<file path="config.mk">
export PLATFORM = sky130hd
export DESIGN_NAME = layer1_gain_array
export DESIGN_NICKNAME = d
export VERILOG_FILES = /design/src/rtl/layer1_gain_array.sv
export SDC_FILE = /design/constraint.sdc
export NUM_CORES = 2
export LEC_CHECK = 0
export BUFFER_PORTS_ARGS = -buffer_cell sky130_fd_sc_hd__buf_2
export CAP_MARGIN = 20
export CORE_ASPECT_RATIO = 0.6
export CORE_MARGIN = 2
export CORE_UTILIZATION = 50
export DETAILED_ROUTE_END_ITERATION = 8
export PLACE_DENSITY = 0.78
export SLEW_MARGIN = 0
export SYNTH_ARGS = -nofsm -noshare
export SYNTH_HDL_FRONTEND = slang
export SYNTH_SLANG_ARGS = --single-unit
</file>
<file path="constraint.sdc">
create_clock -name clk -period 10.65 [get_ports clk]
set_input_delay 1.065 -clock clk [delete_from_list [all_inputs] [get_ports clk]]
set_output_delay 1.065 -clock clk [all_outputs]
set_load 0.02 [all_outputs]
</file>
<file path="src/rtl/layer1_gain_array.sv">
`default_nettype none
// ============================================================================
// Module      : layer1_gain_array
// Description : Layer-1 apical gain for N_CH cortical columns.
//               gain = 1.0 + sum(w_i * in_i) over N_IN modulatory inputs,
//               computed on one time-multiplexed MAC, clamped per column to
//               [GAIN_MIN, GAIN_MAX] and committed to all columns at once.
//               Optional macro LAYER1_GAIN_SLEW_EN additionally limits each
//               column's change per update to +/- SLEW_STEP.
// Revision    : 1.0 - initial release
// ============================================================================
module layer1_gain_array #(
    parameter int WIDTH     = 18,
    parameter int FRAC      = 14,
    parameter int N_CH      = 4,
    parameter int N_IN      = 3,
    parameter int GAIN_MIN  = 8192,
    parameter int GAIN_MAX  = 24576,
    parameter int SLEW_STEP = 1638
) (
    input  logic                        clk,
    input  logic                        rst_n,
    input  logic                        clk_en,
    input  logic                        start,
    input  logic [N_CH*N_IN*WIDTH-1:0]  in_flat,
    input  logic [N_IN*WIDTH-1:0]       weight_flat,
    output logic [N_CH*WIDTH-1:0]       apical_gain_flat,
    output logic [N_CH-1:0]             sat_hi,
    output logic [N_CH-1:0]             sat_lo,
    output logic                        gain_valid,
    output logic                        busy,
    output logic                        start_dropped
);

    localparam int ACC_W = 2*WIDTH + $clog2(N_IN) + 1;
    localparam int CH_W  = (N_CH > 1) ? $clog2(N_CH) : 1;
    localparam int IN_W  = (N_IN > 1) ? $clog2(N_IN) : 1;

    localparam logic signed [ACC_W-1:0] c_one    = ACC_W'(1 << FRAC);
    localparam logic signed [ACC_W-1:0] c_gmax   = ACC_W'(GAIN_MAX);
    localparam logic signed [ACC_W-1:0] c_gmin   = ACC_W'(GAIN_MIN);
    localparam logic signed [WIDTH-1:0] c_one_w  = WIDTH'(1 << FRAC);
    localparam logic signed [WIDTH-1:0] c_gmax_w = WIDTH'(GAIN_MAX);
    localparam logic signed [WIDTH-1:0] c_gmin_w = WIDTH'(GAIN_MIN);
    localparam logic signed [WIDTH-1:0] c_slew_w = WIDTH'(SLEW_STEP);
    localparam logic [CH_W-1:0]         c_ch_last = CH_W'(N_CH - 1);
    localparam logic [IN_W-1:0]         c_in_last = IN_W'(N_IN - 1);

`ifdef LAYER1_GAIN_SLEW_EN
    localparam bit c_slew_en = 1'b1;
`else
    localparam bit c_slew_en = 1'b0;
`endif

    typedef enum logic [1:0] {
        S_IDLE   = 2'd0,
        S_MAC    = 2'd1,
        S_WRITE  = 2'd2,
        S_COMMIT = 2'd3
    } state_t;

    state_t r_state;
    state_t w_state_next;

    logic [N_CH*N_IN*WIDTH-1:0] r_in_snap;
    logic [N_IN*WIDTH-1:0]      r_w_snap;
    logic signed [ACC_W-1:0]    r_acc;
    logic [CH_W-1:0]            r_ch;
    logic [IN_W-1:0]            r_i;
    logic [N_CH*WIDTH-1:0]      r_shadow;
    logic [N_CH-1:0]            r_sh_hi;
    logic [N_CH-1:0]            r_sh_lo;

    logic signed [WIDTH-1:0]    w_in_sel;
    logic signed [WIDTH-1:0]    w_w_sel;
    logic signed [WIDTH-1:0]    w_prev;
    logic signed [2*WIDTH-1:0]  w_prod;
    logic signed [ACC_W-1:0]    w_t;
    logic                       w_hi;
    logic                       w_lo;
    logic signed [WIDTH-1:0]    w_clamped;
    logic signed [WIDTH-1:0]    w_new;

    // State register; frozen whenever clk_en is low
    always_ff @(posedge clk) begin
        if (!rst_n) begin
            r_state <= S_IDLE;
        end else if (clk_en) begin
            r_state <= w_state_next;
        end
    end

    // Next-state decode: IDLE -> (MAC x N_IN -> WRITE) x N_CH -> COMMIT
    always_comb begin
        w_state_next = r_state;
        case (r_state)
            S_IDLE:   if (start) w_state_next = S_MAC;
            S_MAC:    if (r_i == c_in_last) w_state_next = S_WRITE;
            S_WRITE:  w_state_next = (r_ch == c_ch_last) ? S_COMMIT : S_MAC;
            S_COMMIT: w_state_next = S_IDLE;
            default:  w_state_next = S_IDLE;
        endcase
    end

    // Operand and previous-gain selection for the current column/input
    always_comb begin
        w_in_sel = '0;
        w_w_sel  = '0;
        w_prev   = '0;
        for (int c = 0; c < N_CH; c++) begin
            for (int i = 0; i < N_IN; i++) begin
                if (r_ch == CH_W'(c) && r_i == IN_W'(i))
                    w_in_sel = r_in_snap[(c*N_IN+i)*WIDTH +: WIDTH];
            end
            if (r_ch == CH_W'(c))
                w_prev = apical_gain_flat[c*WIDTH +: WIDTH];
        end
        for (int i = 0; i < N_IN; i++) begin
            if (r_i == IN_W'(i))
                w_w_sel = r_w_snap[i*WIDTH +: WIDTH];
        end
    end

    // Full-width product, then floor-shift, bias by ONE, clamp without wrap
    always_comb begin
        w_prod = (2*WIDTH)'(w_in_sel) * (2*WIDTH)'(w_w_sel);
        w_t    = (r_acc >>> FRAC) + c_one;
        w_hi   = (w_t > c_gmax);
        w_lo   = (w_t < c_gmin);
        if (w_hi)
            w_clamped = c_gmax_w;
        else if (w_lo)
            w_clamped = c_gmin_w;
        else
            w_clamped = w_t[WIDTH-1:0];
        w_new = w_clamped;
        if (c_slew_en) begin
            if (w_clamped > w_prev + c_slew_w)
                w_new = w_prev + c_slew_w;
            else if (w_clamped < w_prev - c_slew_w)
                w_new = w_prev - c_slew_w;
        end
    end

    // Datapath: snapshot, accumulate, per-column write, coherent commit
    always_ff @(posedge clk) begin
        if (!rst_n) begin
            r_in_snap        <= '0;
            r_w_snap         <= '0;
            r_acc            <= '0;
            r_ch             <= '0;
            r_i              <= '0;
            r_shadow         <= {N_CH{c_one_w}};
            r_sh_hi          <= '0;
            r_sh_lo          <= '0;
            apical_gain_flat <= {N_CH{c_one_w}};
            sat_hi           <= '0;
            sat_lo           <= '0;
            busy             <= 1'b0;
        end else if (clk_en) begin
            case (r_state)
                S_IDLE: begin
                    if (start) begin
                        r_in_snap <= in_flat;
                        r_w_snap  <= weight_flat;
                        r_acc     <= '0;
                        r_ch      <= '0;
                        r_i       <= '0;
                        busy      <= 1'b1;
                    end
                end
                S_MAC: begin
                    r_acc <= r_acc + ACC_W'(w_prod);
                    r_i   <= r_i + 1'b1;
                end
                S_WRITE: begin
                    for (int c = 0; c < N_CH; c++) begin
                        if (r_ch == CH_W'(c)) begin
                            r_shadow[c*WIDTH +: WIDTH] <= w_new;
                            r_sh_hi[c]                 <= w_hi;
                            r_sh_lo[c]                 <= w_lo;
                        end
                    end
                    r_acc <= '0;
                    r_i   <= '0;
                    if (r_ch != c_ch_last)
                        r_ch <= r_ch + 1'b1;
                end
                S_COMMIT: begin
                    apical_gain_flat <= r_shadow;
                    sat_hi           <= r_sh_hi;
                    sat_lo           <= r_sh_lo;
                    busy             <= 1'b0;
                end
                default: ;
            endcase
        end
    end

    // Single-clk status pulses, generated on every clk regardless of clk_en
    always_ff @(posedge clk) begin
        if (!rst_n) begin
            gain_valid    <= 1'b0;
            start_dropped <= 1'b0;
        end else begin
            gain_valid    <= clk_en && (r_state == S_COMMIT);
            start_dropped <= clk_en && start && busy;
        end
    end

endmodule
`default_nettype wire

</file>
; Yosys cells after proc, flatten, opt, wreduce, memory -nomap -nowiden
; Cells that the tools add are included.
[totals]
reg_bits = 478
word_cells = 103
output_inout_bits = 83
[classes]
n_lt_le_gt_ge = 2
n_mul = 1
eq_ne = 12
reduce_logical = 31
n_addsub = 4
muxes = 29
[op_table]
columns = operator, n
row1 = $mux W18, 17
row2 = $pmux W39 S3, 1
row3 = $add A39 B36 Y39, 1
row4 = $mux W39, 1
row5 = $mul A18 B18 Y36, 1
row6 = $add A25 B16 Y26 const B, 1
row7 = $gt A26 B16 Y1 const B, 1
row8 = $lt A26 B15 Y1 const B, 1
row9 = $reduce_and A3 Y1, 8
row10 = $logic_and A1 B1 Y1, 15
row11 = $eq A2 B2 Y1 const B, 5
row12 = $mux W2, 5
row13 = $ne A2 B2 Y1 const B, 4
row14 = $pmux W2 S4, 1
row15 = $eq A2 B1 Y1 const B, 3
row16 = $logic_not A2 Y1, 3
row17 = $pmux W2 S3, 1
row18 = $add A2 B1 Y2 const B, 2
row19 = $pmux W2 S2, 1
row20 = $reduce_and A4 Y1, 1
row21 = $reduce_bool A2 Y1, 2
row22 = $reduce_bool A3 Y1, 1
row23 = $pmux W1 S2, 1
row24 = $reduce_and A2 Y1, 1
row25 = $mux W1, 1

; Depth between registers and ports, before layout
[depth]
depth_word = 17
mapped_depth = 37
depth_no_buf = 35

; Worst setup path before layout
; Ideal clock, no wire load.
[synth_timing]
path_kind = register to register
start = reg r_ch[0]
end = reg r_acc[37]
required_ps = 10528
arrival_time_ps = 8083
slack_ps = 2445
path_stages_with_launch = 33
setup_time_ps = 122
n_path_buf = 2
path_cell_list = dfxtp_1 -> inv_1 -> ha_1 -> buf_2 -> nand2_2 -> a32oi_1 -> o22ai_1 -> a22oi_1 -> a21oi_1 -> a211oi_1 -> o21ai_1 -> buf_2 -> inv_1 -> nor2_1 -> fa_1 -> fa_1 -> fa_1 -> fa_1 -> fa_1 -> inv_1 -> fa_1 -> inv_1 -> ha_1 -> ha_1 -> a21o_1 -> a21o_1 -> a21oi_1 -> o21ai_0 -> a221oi_1 -> o41ai_4 -> a21oi_2 -> nor4b_2 -> a311o_1
[synth_via]
elab_chain_len = 17
word_cells_on_any_way = 31
cone_classes = add/sub (1) / mul (1) / eq/ne (3) / mux (13) / reduce/logical (13)
[synth_lines]
columns = element, line
row1 = start: declaration, 68  ; logic [CH_W-1:0] r_ch;
row2 = start signal: assignment, 187  ; r_ch <= r_ch + 1'b1;
row3 = $logic_not A2 Y1, 112  ; if (r_ch == CH_W'(c) && r_i == IN_W'(i))
row4 = $logic_and A1 B1 Y1, 112
row5 = $mux W18 (11 in series), 112
row6 = $mux W18 (*), 112
row7 = $mul A18 B18 Y36 (*), 126  ; w_prod = (2*WIDTH)'(w_in_sel) * (2*WIDTH)'(w_w_sel);
row8 = $add A39 B36 Y39 (*), 173  ; r_acc <= r_acc + ACC_W'(w_prod);
row9 = $pmux W39 S3 (*), 161  ; case (r_state)
row10 = end signal: assignment, 173
row11 = end: declaration, 67  ; logic signed [ACC_W-1:0] r_acc;
; Mark *: on every way between the ends. The rest lies on a longest branch, timed or not.
; A chain may end at the register's enable or synchronous reset.

; Final worst setup path
[layout_timing]
start = reg r_i[0]
end = reg r_acc[37]
[layout_via]
elab_chain_len = 17
word_cells_on_any_way = 33
cone_classes = add/sub (1) / mul (1) / eq/ne (2) / mux (16) / reduce/logical (13)
[layout_lines]
columns = element, line
row1 = start: declaration, 69  ; logic [IN_W-1:0] r_i;
row2 = start signal: assignment, 174  ; r_i <= r_i + 1'b1;
row3 = $logic_not A2 Y1, "112, 119"
row4 = $logic_and A1 B1 Y1, 112
row5 = $mux W18 (12 in series), 112
row6 = $mul A18 B18 Y36 (*), 126
row7 = $add A39 B36 Y39 (*), 173
row8 = $pmux W39 S3 (*), 161
; Marked as above.

==> flow_summary_export.csv <==
group,metric,value,unit
outcome,outcome,"finished clean",
floorplanning,fp-row-count,72,
worst_hold_path,min-delay-start,"apical_gain_flat[52]",
setup_path,worstPathMaxFanout,75,
grt,grt_pass1_wl,159,mm
floorplanning,initial_core_util,50.8,%
sta,fin_crit_sh,95.3,%
placement,gp_congestion,1.07,
drt,wire_per_inst,20.0,µm
synthesis,synth-edff-count,0,
setup_path,crit_path_end_kind,"register",
grt,grt_usage,30.3,%
setup_path,reg2reg_from,"r_i[0]",
setup_path,crit_path_top_delay_cell,"a211oi_2",
sta,hold_viol,0,
synthesis,postSynthAreaPerCell,8.10,µm²
sta,slew_headroom,14.1,%
sta,max_freq,0.0986,GHz
drt,dr.first_iter.drc_count,3187,
clock_network,clock_latency,0.63,ns
clock_network,cts_hold_buf,0,
drt,vias_per_cell,5.61,
drt,firstDrtPassIters,8,
power,vdd_ir_drop_max,0.000109,V
synthesis,yosysUniqueCellTypes,71,
clock_network,cts_tree,"done",
sta,worstMarginPinSlew,1.29,ns
drt,wl,103,mm
final_layout,syn2layout_area_growth,11.9,%
sta,finalClockSkew,0.0357,ns
setup_path,cp.required,11.13,ns
sta,period_minus_slack,10.15,ns
placement,place_inst,5068,
sta,slew_violations,0,
floorplanning,fp.dieW,335,µm
flow_run,maxCapViolCount,0,
drt,drtAntennaViolNets,0,
clock_network,cts_buffer_depth,3,
setup_path,arrival,10.62,ns
floorplanning,core-area,64700,µm²
clock_network,htreeDepth,2,
setup_path,worstSetupStartpoint,"r_i[0]",
sta,finalSetupViolCount,0,
clock_network,clk_pin_slew_worst_paths,0.07,ns
synthesis,async_reset_ff_share,0,%
floorplanning,io_pins,357,
synthesis,seq_area_frac_synth,29.1,%
setup_path,crit_type,"register to register",
grt,grt_pass1_vias,27700,
placement,port_buffers,356,
floorplanning,die_h,203,µm
final_layout,nets,5048,
sta,rsz0062_at_grt,"false",
setup_path,slowest_delay,0.93,ns
synthesis,synth_ff_type,"dfxtp_1",
synthesis,ys_seq_elements,478,
setup_path,worstSetupStartpointType,"register",
synthesis,synth_cells,4057,
floorplanning,die-area,67900,µm²
final_layout,final_cells,5157,
clock_network,clock_sinks,478,
sta,fin_setup_tns,0,ns
power,p_leak,0.0166,µW
clock_network,post_cts_buffers,0,
setup_path,crit_family,"adder cells",
power,power.density,115,nW/µm²
setup_path,critPathBufInv,7,
final_layout,drive_above_1_share,12.3,%
synthesis,synth_area,32900,µm²
worst_hold_path,hold_path.class,"register to register",
drt,drc,0,
synthesis,syn_nets,4839,
placement,dp_hpwl,79.7,mm
clock_network,cts_inserted_buffers,45,
synthesis,ys_warn_count,0,
drt,vias,29000,
grt,grt_max_degree,235,
clock_network,cts-root-buf,"clkbuf_16",
grt,overflow,0,
grt,antenna_found_initial,11,
layout by cell type, fill, tap and decap left out, drive strengths merged, types with 9 or more instances in the layout:
cell type,count
o21ai,128
o211ai,22
nand3,70
nor3,14
a211o,12
clkbuf,65
and2,36
nand2b,11
buf,410
nor2,239
a222oi,16
ha,128
inv,437
xor2,14
a21o,31
a211oi,21
nor2b,35
dfxtp,478
a32oi,18
nand2,1052
a21oi,507
fa,380
and3,19
o22ai,24
o21a,18
a22oi,19
clkinv,9
xnor2,20
report_power, final:
part	total (µW)	leakage [µW]	internal, µW	switching [µW]
logic	681	0.0120	235	446
clock network	1680	0.000738	916	761
registers	1880	0.00388	1840	44.0
total	4240	0.0166	2990	1250
worst min-delay path: cells and delay by family, from the launching register on:
kind	cells	cell delay, ns
AO/OA/AOI/OAI	1	0.05
AND/OR/NAND/NOR	1	0.05
flip-flops	1	0.30
final cells by class:
class / instances / area, µm²
clock inverter: 17 / 225
clock buffer: 65 / 1300
multi-input combinational: 2897 / 20700
timing repair buffer: 410 / 2240
tap: 851 / 1060
fill: 5932 / 27900
inverter: 434 / 1640
antenna: 5 / 12.5
sequential: 478 / 9570
worst paths after layout:
kind	slack, ns	end	depth (start not counted)
min reg2reg	0.45	apical_gain_flat[52]	2
max	0.50	r_acc[37]	29
max reg2reg	0.50	r_acc[37]	29
min	0.45	apical_gain_flat[52]	2
timing repair:
action / 4_1_cts / 5_1_grt
endpoints found under the setup margin: 0 / 5
gates resized for setup: 0 / 1
endpoints found under the hold margin: 0 / 0
cells in the mapped netlist, types with 4 or more instances:
master       n  area (µm²)
a211o_1     12         105
a211oi_1     9        67.6
a211oi_2    12         150
a21o_1      31         233
a21oi_1    505        2530
a222oi_1    16         160
a22oi_1     19         143
a31oi_1      4        25.0
a32oi_1     18         158
and2_1      36         225
and3_1      19         119
buf_1       12        45.0
buf_2       38         190
buf_6        5        56.3
clkbuf_1   189         709
dfxtp_1    478        9570
fa_1       380        7610
ha_1       128        1600
inv_1      432        1620
mux2i_1      4        40.0
nand2_1   1051        3950
nand2b_1    11        68.8
nand3_1     70         350
nand4_1      5        31.3
nor2_1     239         897
nor2b_1     34         213
nor3_1      14        70.1
o211ai_1    22         165
o21a_1      18         135
o21ai_0    113         566
o21ai_1     15        75.1
o21bai_1     5        37.5
o22ai_1     24         150
xnor2_1     20         175
xor2_1      14         123
layer usage:
metal  track usage [%]  routed length, µm
met3              11.0              12800
met5                 0                 71
met4              7.06               2360
met1              45.3              47100
met2              41.3              40600
per-stage QoR:
stage                     power, µW  hold slack, ns  instance area [µm²]  utilization, %  worst slack (ns)
after detailed placement       2580           0.443                35200            54.4             0.575
final                          4240           0.449                36800            56.8             0.504
after floorplan                2350           0.425                32900               -              2.44
after global routing           4410           0.466                36800            56.8            0.0957
after CTS                      4250           0.452                36700            56.8             0.516
after global placement         2580           0.439                35200            54.4             0.496
cells by family (layout without fill, tap and decap cells):
group           Yosys count  in the layout  share of synthesized area [%]
xor+xnor                 34             34                          0.906
mux                       4              4                          0.122
flops                   478            478                           29.1
compound gates          851            851                           15.2
buf+inv                 682            926                           8.08
fa+ha+maj               508            508                           28.0
other cells               0              5                              0
simple gates           1500           1500                           18.5
sequential cells by signal (all words and copies together) (netlist names):
| name | cells |
|---|---|
| gain_valid | 1 |
| r_sh_hi | 4 |
| apical_gain_flat | 72 |
| r_i | 2 |
| r_state | 2 |
| start_dropped | 1 |
| sat_hi | 4 |
| r_ch | 2 |
| r_acc | 39 |
| r_sh_lo | 4 |
| r_shadow | 72 |
| busy | 1 |
| sat_lo | 4 |
| r_in_snap | 216 |
| r_w_snap | 54 |
No activity file was read; power rests on OpenSTA's default activity.
